File: src/rtl/mem_port_arbiter_pkg.sv
// Shared types and default widths for the unified-RAM port arbiter.
// Holds the arbiter FSM state encoding and default parameter values.
// No logic; imported by mem_port_arbiter.
package mem_port_arbiter_pkg;

    typedef enum logic [1:0] {
        IDLE     = 2'd0,
        IF_BUSY  = 2'd1,
        MEM_BUSY = 2'd2
    } arb_state_t;

    localparam int ADDR_W_DEF     = 16;
    localparam int DATA_W_DEF     = 16;
    localparam int STARVE_MAX_DEF = 4;

endpackage

File: src/rtl/mem_port_arbiter.sv
// Purpose: shares one single-port RAM between instruction fetch and MEM-stage loads/stores.
// Latency: request seen in IDLE -> RAM access starts next cycle; ack arrives with ram_ready.
// Backpressure: requesters hold until ack; stall terms freeze the pipeline meanwhile.
module mem_port_arbiter
    import mem_port_arbiter_pkg::*;
#(
    parameter int ADDR_W     = ADDR_W_DEF,
    parameter int DATA_W     = DATA_W_DEF,
    parameter int STARVE_MAX = STARVE_MAX_DEF
) (
    input  logic              clk,
    input  logic              rst,
    input  logic              if_req,
    input  logic [ADDR_W-1:0] if_addr,
    output logic [DATA_W-1:0] if_rdata,
    output logic              if_ack,
    input  logic              mem_req,
    input  logic              mem_we,
    input  logic [ADDR_W-1:0] mem_addr,
    input  logic [DATA_W-1:0] mem_wdata,
    output logic [DATA_W-1:0] mem_rdata,
    output logic              mem_ack,
    output logic              ram_en,
    output logic              ram_we,
    output logic [ADDR_W-1:0] ram_addr,
    output logic [DATA_W-1:0] ram_wdata,
    input  logic [DATA_W-1:0] ram_rdata,
    input  logic              ram_ready,
    output logic              PCWrite,
    output logic              IFWrite,
    output logic              mem_stall
);

    localparam int STREAK_W = $clog2(STARVE_MAX + 1);
    localparam logic [STREAK_W-1:0] STREAK_MAX = STREAK_W'(STARVE_MAX);

    arb_state_t          state_q, state_d;
    logic [STREAK_W-1:0] streak_q, streak_d;
    logic                ram_en_q, ram_en_d;
    logic                ram_we_q, ram_we_d;
    logic [ADDR_W-1:0]   ram_addr_q, ram_addr_d;
    logic [DATA_W-1:0]   ram_wdata_q, ram_wdata_d;

    // A pending fetch that has already waited STARVE_MAX MEM grants wins over MEM.
    logic fetch_starved;
    assign fetch_starved = if_req && (streak_q == STREAK_MAX);

    // Next-state: arbitrate in IDLE, hold the latched access while busy, drop back on ram_ready.
    always_comb begin
        state_d     = state_q;
        streak_d    = streak_q;
        ram_en_d    = ram_en_q;
        ram_we_d    = ram_we_q;
        ram_addr_d  = ram_addr_q;
        ram_wdata_d = ram_wdata_q;
        case (state_q)
            IDLE: begin
                if (mem_req && !fetch_starved) begin
                    state_d     = MEM_BUSY;
                    ram_en_d    = 1'b1;
                    ram_we_d    = mem_we;
                    ram_addr_d  = mem_addr;
                    ram_wdata_d = mem_wdata;
                    if (!if_req) begin
                        streak_d = '0;
                    end else if (streak_q != STREAK_MAX) begin
                        streak_d = streak_q + 1'b1;
                    end
                end else if (if_req) begin
                    state_d     = IF_BUSY;
                    ram_en_d    = 1'b1;
                    ram_we_d    = 1'b0;
                    ram_addr_d  = if_addr;
                    ram_wdata_d = '0;
                    streak_d    = '0;
                end else begin
                    streak_d = '0;
                end
            end
            IF_BUSY, MEM_BUSY: begin
                // Always return to IDLE after a completed access: no back-to-back chaining.
                if (ram_ready) begin
                    state_d  = IDLE;
                    ram_en_d = 1'b0;
                    ram_we_d = 1'b0;
                end
            end
            default: begin
                state_d  = IDLE;
                ram_en_d = 1'b0;
                ram_we_d = 1'b0;
            end
        endcase
    end

    // State and registered RAM-side outputs; async reset aborts any access in flight.
    always_ff @(posedge clk or posedge rst) begin
        if (rst) begin
            state_q     <= IDLE;
            streak_q    <= '0;
            ram_en_q    <= 1'b0;
            ram_we_q    <= 1'b0;
            ram_addr_q  <= '0;
            ram_wdata_q <= '0;
        end else begin
            state_q     <= state_d;
            streak_q    <= streak_d;
            ram_en_q    <= ram_en_d;
            ram_we_q    <= ram_we_d;
            ram_addr_q  <= ram_addr_d;
            ram_wdata_q <= ram_wdata_d;
        end
    end

    assign ram_en    = ram_en_q;
    assign ram_we    = ram_we_q;
    assign ram_addr  = ram_addr_q;
    assign ram_wdata = ram_wdata_q;

    // A flushed fetch (if_req dropped mid-access) completes on the RAM but is never acked.
    assign if_ack    = (state_q == IF_BUSY) && ram_ready && if_req;
    assign mem_ack   = (state_q == MEM_BUSY) && ram_ready;
    assign if_rdata  = ram_rdata;
    assign mem_rdata = ram_rdata;

    assign mem_stall = mem_req && !mem_ack;
    assign PCWrite   = !(if_req && !if_ack) && !mem_stall;
    assign IFWrite   = !(if_req && !if_ack) && !mem_stall;

endmodule
File: config.mk
export PLATFORM = sky130hd
export DESIGN_NAME = mem_port_arbiter
export DESIGN_NICKNAME = d
export VERILOG_FILES = /design/src/rtl/mem_port_arbiter_pkg.sv /design/src/rtl/mem_port_arbiter.sv
export SDC_FILE = /design/constraint.sdc
export NUM_CORES = 1
export LEC_CHECK = 0
export BUFFER_PORTS_ARGS = -buffer_cell sky130_fd_sc_hd__buf_2
export CORE_MARGIN = 5
export CORE_UTILIZATION = 42
export CTS_CLUSTER_SIZE = 28
export DETAILED_ROUTE_END_ITERATION = 8
export PLACE_DENSITY = 0.8
export SETUP_SLACK_MARGIN = 0.3
export SYNTH_ARGS = -nofsm -noshare
export SYNTH_HDL_FRONTEND = slang
export SYNTH_SLANG_ARGS = --single-unit
export TNS_END_PERCENT = 10
File: constraint.sdc
create_clock -name clk -period 2.2 [get_ports clk]
set_clock_uncertainty 0.15 [all_clocks]
set_input_delay 0 -clock clk [delete_from_list [all_inputs] [get_ports clk]]
set_output_delay 0 -clock clk [all_outputs]
set_load 0.02 [all_outputs]
* Yosys cells after proc, flatten, opt, wreduce, memory -nomap -nowiden *
Index checks and enable logic that the tools add are counted.

word-level totals
  output and inout bits = 71
  input bits = 70
  word-level logic and storage cells = 51
  register bits after elaboration = 39

cells by class
  add/sub/neg operators = 1
  equality and inequality tests = 7
  muxes and demuxes = 18
  reduce and logical (&&, ||, !) cells = 19

operators with widths
  operator             count
  $mux 16              4
  $mux 3               3
  $logic_and 1x1->1    8
  $mux 2               3
  $ne 3x3->1 const B   2
  $reduce_and 2->1     3
  $logic_not 1->1      5
  $mux 1               5
  $pmux 1 s2           2
  $pmux 2 s2           1
  $add 3x1->3 const B  1
  $eq 3x3->1 const B   1
  $ne 3x2->1 const B   1
  $eq 2x1->1 const B   1
  $eq 2x2->1 const B   1
  $logic_not 2->1      1
  $ne 2x2->1 const B   1
  $reduce_bool 2->1    1
  $reduce_or 2->1      1

* Logic depth before layout (Yosys ltp) *
  depth after elaboration = 7
  mapped depth = 8
  depth with buffers taken out = 5

* Worst setup path after synthesis *
OpenSTA, ideal clock, no wires.

  path type = register to output
  start point = register state_q[0]
  end point = output port PCWrite
  cell stages (with the launch flop) = 7
  setup slack = 423 ps
  path buffers = 1
  arrival = 1,627 ps
  cell sequence = dfrtp_1 > inv_1 > ha_1 > and2_1 > nor2b_1 > a21oi_1 > buf_4

RTL lines
  what                    RTL line                 source
  start, declared         mem_port_arbiter.sv:37   arb_state_t state_q, state_d;
  start signal, assigned  mem_port_arbiter.sv:106  state_q <= state_d;
  $eq 2x2->1              mem_port_arbiter.sv:122  assign mem_ack = (state_q == MEM_BUSY) && ram_ready;
  $logic_and 1x1->1       mem_port_arbiter.sv:122
  via mem_ack             mem_port_arbiter.sv:22   output logic mem_ack,
  $logic_not 1->1         mem_port_arbiter.sv:126  assign mem_stall = mem_req && !mem_ack;
  $logic_and 1x1->1       mem_port_arbiter.sv:126
  via mem_stall           mem_port_arbiter.sv:31   output logic mem_stall
  $logic_not 1->1         -
  $logic_and 1x1->1       -
  end, declared           mem_port_arbiter.sv:29   output logic PCWrite,

The timed path passes the listed nets, and every way through them passes these cells.

* Worst setup path after layout *
  start point = register state_q[0]
  end point = register ram_addr_q[1] (netlist: ram_addr[1])

on the way
  word-level cells in the longest chain between the ends = 2

ends and longest elaborated chain
  what                        RTL line                 source
  $logic_not 2->1             mem_port_arbiter.sv:56   case (state_q)
  $reduce_and 2->1 (no line)  -
  end signal, assigned        mem_port_arbiter.sv:110  ram_addr_q <= ram_addr_d;
  end, declared               mem_port_arbiter.sv:41   logic [ADDR_W-1:0] ram_addr_q, ram_addr_d;

No other way between the ends.
A chain may end at the register's enable or synchronous reset.

==> run_results.csv <==
group,metric,value,unit
placement,gp_congestion,0.713,
power_and_ir_drop,power.leakage,0.00158,uW
sta,post-route-period-util,0.765,
sta,rsz0062_at_grt,"no",
cts,htree_levels,2,
yosys,synth_edf_count,0,
yosys,ys_warn_count,0,
worst_setup_path,cp-end-kind,"register",
power_and_ir_drop,ir_worst_vdd,0.642,mV
global_route,antenna_found_initial,0,
cts,cts_tree,"yes",
drt,wirelength,6.51,mm
yosys,syn_inst,238,
power_and_ir_drop,power_density,1140,mW/mm^2
cts,clockRootBuffer,"clkbuf_8",
sta,hold_viol_final,0,
floorplanning,dieArea,0.00672,mm^2
floorplanning,initial_core_util,0.429,
cells_and_area,fill_cells,417,
placement,post_dp_cell_area,0.00242,mm^2
cts,cts_buffer_depth,2,
cells_and_area,final_cell_area,0.00317,mm^2
global_route,grt_usage,0.199,
sta,slew_headroom,0.633,
yosys,syn_avg_cell_area,9.14,um^2
floorplanning,io_pins,141,
cells_and_area,layout_commonest_cell,"buf_2",
min_path,hp-class,"input port to register",
sta,maxSlewViolCount,0,
yosys,synth_flop_cell,"dfrtp_1",
floorplanning,core,0.00507,mm^2
placement,io_buffers,92,
sta,tns,0,ns
yosys,async_flop_share,1.00,
worst_setup_path,path_class,"register to register",
cells_and_area,diodes,0,
cells_and_area,final_cell_mix,"buf_2 (92), nand2_1 (67), dlygate4sd3_1 (67), dfrtp_1 (39), nand4_1 (17)",
sta,fmax,0.594,GHz
cts,clock_latency,0.28,ns
worst_setup_path,arrival,1.73,ns
floorplanning,die_w,82.0,um
worst_setup_path,crit_required,2.25,ns
floorplanning,rows,26,
worst_setup_path,start_kind,"register",
yosys,syn-num-nets,313,
yosys,ys_seq_elements,39,
worst_setup_path,timing.rr.start,"state_q[0]",
drt,vias,2135,
worst_setup_path,reg2reg_slack,0.52,ns
run_status,status,"completed",
sta,fin_crit,1.68,ns
sta,setup_viol,0,
drt,routed_via_density,4.98,
worst_setup_path,worst-path-max-fanout,32,
global_route,grt-ovfl-total,0,
worst_setup_path,worst_r2r_endpoint,"ram_addr[1]",
global_route,grt_pass1_wl,10.4,mm
power_and_ir_drop,total_power,3630,uW
yosys,netlist_area,0.00218,mm^2
drt,dr.first_iter.drc_count,51,
job,maxCapViolCount,0,
yosys,synth-seq-area-share,0.449,
drt,wl_per_cell,15.2,um
drt,drc,0,
yosys,yosysUniqueCellTypes,30,
drt,dr.pass1.iters,4,
cells_and_area,syn2layout_area_growth,45.6,%
cts,clock_sinks,39,
worst_setup_path,ff2ff_path_depth,6,
cells_and_area,layout-drive-gt1-share,0.326,
cts,path_clk_slew,0.07,ns
cells_and_area,multi_input_area,837,um^2
drt,postRouteAntennaNets,0,
sta,worstMarginPinSlew,0.550,ns
cells_and_area,ff_latch_area,976,um^2
placement,place.detailed.hpwl,3.80,mm
worst_setup_path,startpoint,"state_q[0]",
cts,cts_buffers,5,
placement,numPlacedInstances,356,
cells_and_area,fin_cells,429,
worst_setup_path,setup.worst_path.end,"ram_addr[1]",
global_route,grt_max_degree,40,
global_route,grt_pass1_vias,2260,
floorplanning,dieHeight,82.0,um
cells_and_area,nets,435,
## cells in the mapped netlist (2+ instances only)
library cell	number	area, um^2
ha_1	5	62.6
o21ai_0	16	80.1
buf_6	4	45.0
nand4_1	17	106
nor2_1	2	7.51
clkbuf_1	6	22.5
a22o_1	2	17.5
nor2b_1	2	12.5
dfrtp_1	39	976
buf_4	33	248
o211ai_2	10	125
a21o_1	2	15.0
nand2_1	68	255
buf_2	7	35.0
o211ai_1	6	45.0
inv_1	5	18.8
## area by class of cell
cell class	instances	share of cell area
Timing Repair Buffer	165	0.371
Sequential cell	39	0.308
Multi-Input combinational cell	144	0.264
Tap cell	70	0.0276
Clock buffer	6	0.0229
Inverter	5	0.00592
## cell families after synthesis
logic type	Yosys count	share of synthesized area
multiplexers	1	0.00460
AND/OR/NAND/NOR	95	0.196
buffers and inverters	55	0.170
flip-flops	39	0.449
adder cells (fa/ha/maj)	5	0.0288
AO/OA/AOI/OAI	43	0.153
## stage by stage
stage / hold WS, ns / utilization / setup slack, ns
CTS: 0.0522 / 0.624 / 0.452
global route: 0.0955 / 0.624 / 0.337
global placement: -0.150 / 0.477 / 0.528
detailed placement: -0.150 / 0.477 / 0.485
floorplan: -0.0374 / - / 0.423
finish: 0.0567 / 0.624 / 0.518
## how the worst min path moves through the flow
stage | from | to | slack (ns) | depth (start not counted)
3_3_place_gp | ram_rdata[12] | mem_rdata[12] | -0.15 | 0
3_5_place_dp | ram_rdata[12] | mem_rdata[12] | -0.15 | 0
4_1_cts | mem_req | ram_wdata[1] | 0.05 | 4
6_report | mem_req | ram_wdata[1] | 0.06 | 4
2_1_floorplan | ram_rdata[0] | if_rdata[0] | -0.04 | 1
5_1_grt | mem_req | ram_wdata[3] | 0.1 | 4
## per-layer routing
layer  wire, um  vias up  GRT usage  share of wire
met5          0        -          0              0
met4        106        0     0.0681          0.016
met3        546       11     0.0504          0.084
met2       3360      109      0.375           0.52
met1       2500     1002      0.215           0.38
li1           -     1013          -              -
## worst max-delay path: stages, from the launching register on
cell and delay, ns:
dfrtp_1 0.40, inv_1 0.09, ha_1 0.22, o21a_1 0.14
buf_4 0.31, nand2_1 0.12, o211ai_2 0.15
## state kept, by name, summed over array words and instances (netlist names)
register,count
ram_addr,16
ram_wdata,16
streak_q,3
state_q,2
ram_en,1
ram_we,1
## power breakdown
group	leakage, uW	internal [uW]	total (uW)	switching (uW)
clock	0.0000371	211	435	224
sequential	0.000494	1050	1230	185
combinational	0.00105	706	1960	1250
## timing repair
item	in CTS	in global routing
setup buffers	0	0
hold buffers	67	0
setup endpoints to repair	0	10
resized for setup	0	1
hold endpoints to repair	107	0
No activity file was read; power rests on OpenSTA's default activity.
